$ cat src/rtl/seq_detector_param.sv
// seq_detector_param: Mealy detector for a PAT_W-bit serial pattern (MSB first) with saturating match counter.
// Next-state table is built at elaboration from the pattern's prefix/suffix fallback.
module seq_detector_param #(
    parameter int PAT_W = 4,
    parameter logic [PAT_W-1:0] PATTERN = 4'b1011,
    parameter bit OVERLAP = 1'b1,
    parameter int CNT_W = 8,
    parameter int STATE_W = $clog2(PAT_W)
) (
    input  logic clk,
    input  logic reset,
    input  logic en,
    input  logic d_in,
    input  logic clr_cnt,
    output logic d_out,
    output logic [STATE_W-1:0] states,
    output logic [CNT_W-1:0] match_cnt
);
    localparam int NS = 2 ** STATE_W;
    function automatic logic pbit(int n);
        logic [PAT_W-1:0] t;
        t = PATTERN >> n;
        return t[0];
    endfunction
    // longest pattern prefix that is a suffix of (top k pattern bits + b), capped below PAT_W
    function automatic int nxt_f(int k, logic b);
        int lim, res, j;
        logic ok, sb;
        res = 0;
        lim = (k + 1 < PAT_W) ? k + 1 : PAT_W - 1;
        for (int l = 1; l <= lim; l++) begin
            ok = 1'b1;
            for (int i = 0; i < l; i++) begin
                j = k + 1 - l + i;
                sb = (j < k) ? pbit(PAT_W - 1 - j) : b;
                if (sb != pbit(PAT_W - 1 - i)) ok = 1'b0;
            end
            if (ok) res = l;
        end
        if (k == PAT_W - 1 && b == PATTERN[0] && !OVERLAP) res = 0;
        return res;
    endfunction
    logic [STATE_W-1:0] nxt0 [NS];
    logic [STATE_W-1:0] nxt1 [NS];
    logic [STATE_W-1:0] nxt;
    for (genvar k = 0; k < NS; k++) begin : g_tbl
        localparam int N0 = (k < PAT_W) ? nxt_f(k, 1'b0) : 0;
        localparam int N1 = (k < PAT_W) ? nxt_f(k, 1'b1) : 0;
        assign nxt0[k] = STATE_W'(N0);
        assign nxt1[k] = STATE_W'(N1);
    end
    always_comb begin
        nxt = d_in ? nxt1[states] : nxt0[states];
        d_out = en && !reset && states == STATE_W'(PAT_W - 1) && d_in == PATTERN[0];
    end
    always_ff @(posedge clk or posedge reset) begin
        if (reset) begin
            states <= '0;
            match_cnt <= '0;
        end else begin
            if (en) states <= nxt;
            if (clr_cnt) match_cnt <= '0;
            else if (d_out && match_cnt != '1) match_cnt <= match_cnt + 1'b1;
        end
    end
endmodule
$ cat config.mk
export PLATFORM = sky130hd
export DESIGN_NAME = seq_detector_param
export DESIGN_NICKNAME = d
export VERILOG_FILES = /design/src/rtl/seq_detector_param.sv
export SDC_FILE = /design/constraint.sdc
export NUM_CORES = 1
export LEC_CHECK = 0
export BUFFER_PORTS_ARGS = -buffer_cell sky130_fd_sc_hd__buf_2
export CAP_MARGIN = 10
export CORE_AREA = 2 2 39 41
export CTS_CLUSTER_DIAMETER = 50
export DETAILED_ROUTE_END_ITERATION = 7
export DIE_AREA = 0 0 41 43
export PLACE_DENSITY_LB_ADDON = 0.25
export SYNTH_ARGS = -nofsm -noshare
export SYNTH_HDL_FRONTEND = slang
export SYNTH_SLANG_ARGS = --single-unit
$ cat constraint.sdc
create_clock -name clk -period 2.1 [get_ports clk]
set_clock_uncertainty 0.15 [all_clocks]
set_input_delay 0.42 -clock clk [delete_from_list [all_inputs] [get_ports clk]]
set_output_delay 0.42 -clock clk [all_outputs]
set_load 0.05 [all_outputs]
==> impl_results.md <==
* Mapped Cells at 55
* Setup crit start kind: flop
* Cell variety after synth at 25
* Least-Margin Pin Slew at 0.396 ns
* Post-synth ARST share at 100%
* Hold_buf cts at 1
* Worst EP arrival at 1.42 ns
* Fin. max-slew vios at 0
* Mapped cell area at 546 sq um
* Synth top area share at 45.9%
* Finished Layout Cells at 89
* Fillers at 138
* Initial Util at 39.4%
* Inst Count DP at 84
* Max cap viols at 0
* Count of flip-flops with a built-in enable after synthesis at 0
* CTS Sinks at 10
* Post_cts resized at 0
* Syn avg cell area at 9.92 sq um
* P per Cell Area at 627 nW/um^2
* Critical Path RT at 1.53 ns
* Post-synthesis register bit count at 10
* Worst-case clock buffer depth at 2
* Reg-to-reg startpoint: match_cnt[0]
* Main flop type after synthesis: dfrtp_1
* CTS Buf Count at 3
* Crit path capture type: output pin
* Setup bufs post-CTS at 0
* Most frequent cells in the layout: 15 x buf_2, 10 x dfrtp_1, 6 x nor2_1
* Hold Vio Cnt, Final at 0
* Sw Pwr at 0.109 mW
* Gr usage total at 15.3%
* Slew headroom at 73.6%
* Syn Nets at 61
* P_int at 0.317 mW
* Port-buffer cells at 15
* VDD IR max at 367 uV
* Logic pwr share at 11.8%
* Synthesis-to-layout area growth at 24.5%
* Final setup violation count at 0
* Syn. warnings at 0
* Switching share of power at 25.6%
* DP HPWL at 852 microns
* Layout cells sized above 1 at 31.5%
* Initial DRC Count at 9
* Via/cell ratio at 5.46
* Worst setup path start: states[0]
* WL per Instance at 13.5 microns
* Core Footprint at 1380 sq um
* Final Wtd Congestion at 0.758
* Largest area contributor in the netlist: dfrtp_1
* I/O pin cnt at 16
* H-tree depth at 1
* Max Freq at 0.502 GHz
* Critical Path End: d_out
* Clk slew on worst S/H paths at 0.07 ns
* Hold Crit Class: in -> reg
* Die W at 41 microns
* Cell area after layout at 679 sq um
* Worst reg-to-reg path cell count at 5
* Seq/Total Area, Yosys at 45.9%
* Final-stage net count at 80
* Die Ht at 43 microns
* Most common cell after layout, fill and taps aside: buf_2
* CTS Root Cell: clkbuf_4
* DRC Markers at 0
* Leakage at 0.345 nW
* RSZ-0062 raised after global routing: no
* Initial antenna violation count at 0
* First-pass GRT wire length at 1750 microns
* Drt total wl at 1200 microns
* Core Rows at 14
* Pin count of the biggest net entering global routing at 11
* Die Area at 1760 sq um
* Post-route clock period utilization at 94.9%
* CTS tree: built
* Share of power burned in registers at 47.3%
* R2R setup slack at 0.27 ns
* Vias at 486
* Synth top area cells: dfrtp_1 46%, nor2_1 4.1%, o211ai_4 3.9%
* Ant. Diodes at 0
* Post-detailed-route count of antenna-violating nets at 0
* Router iterations before antenna repair at 4
* Clk Latency, worst-skew pair at 0.27 ns
* Total global routing overflow at 0
* TNS Setup at 0 ns
* Reg-to-Reg End: match_cnt[5]
* CP max FO at 5
* Final core utilization at 49.1%
* Clock power share at 40.9%
* Crit path kind: reg -> out
* Placement Cell Area at 633 sq um
* Status: finished, final reports clean
* Fin crit period at 1.99 ns
* Number of global-route vias before repair at 431
cell usage after synthesis (2+ instances only):
cell       n
nand4_1    2
o21ai_0    3
inv_1      2
mux2i_1    2
a21oi_1    4
clkbuf_1   2
dfrtp_1   10
nor2_1     6
xor2_1     2
nand3_1    3
a41o_1     2
nand2_1    4
layer usage:
metal | share of wire [%] | wire length (microns) | track usage, %
met3 | 4.2 | 50 | 4.71
met2 | 47 | 561 | 22.5
met5 | 0 | 0 | 0
met1 | 48 | 576 | 18.1
met4 | 0.75 | 9 | 10.0
worst min-delay path by stage:
stage                  from            to  slack (ns)  cells after the start
finish              clr_cnt  match_cnt[5]        0.28                      2
global route        clr_cnt  match_cnt[0]        0.28                      2
CTS                 clr_cnt  match_cnt[5]        0.27                      2
detailed placement    reset     states[1]        0.29                      2
global placement      reset     states[1]        0.28                      2
floorplan             reset  match_cnt[0]        0.11                      1
cell type report:
class,count,area (sq um),area share (%)
sequential,10,250,36.8
timing repair buffer,16,85.1,12.5
multi-input combinational,41,280,41.3
inverter,2,7.51,1.10
clock buffer,4,36.3,5.34
tap,16,20.0,2.95
critical path, cell delays in order, from the launching register on:
cell     delay [ns]
dfrtp_1        0.40
and4b_4        0.29
and2_2         0.20
buf_2          0.27
sequential cells by signal, summed over array words and instances, names as in the netlist:
register and cells:
match_cnt 8, states 2
stage by stage:
| step | hold slack (ns) | setup WS [ns] | power (mW) |
|---|---|---|---|
| 2_1_floorplan | 0.110 | 0.110 | 0.239 |
| 3_3_place_gp | 0.282 | 0.204 | 0.254 |
| 3_5_place_dp | 0.285 | 0.188 | 0.255 |
| 4_1_cts | 0.274 | 0.100 | 0.432 |
| 5_1_grt | 0.283 | 0.0316 | 0.451 |
| 6_report | 0.275 | 0.107 | 0.426 |
cells by family (layout without fill, tap and decap cells):
logic type / Yosys count / after routing / share of synthesized area (%)
adders and majority gates: 1 / 1 / 2.29
buffers and inverters: 4 / 22 / 2.75
xor gates and xnor gates: 2 / 2 / 3.21
AOI/OAI and AO/OA: 12 / 12 / 17.0
and+or+nand+nor: 23 / 23 / 23.2
muxes: 3 / 3 / 5.73
DFF: 10 / 10 / 45.9
power groups by stage:
stage,logic [mW],registers (mW),clock network [mW]
floorplan,0.0171,0.222,0
global placement,0.0485,0.205,0
detailed placement,0.0493,0.205,0
global route,0.0556,0.203,0.192
CTS,0.0508,0.202,0.180
finish,0.0504,0.202,0.174
Power figures use the tool's default switching activity.
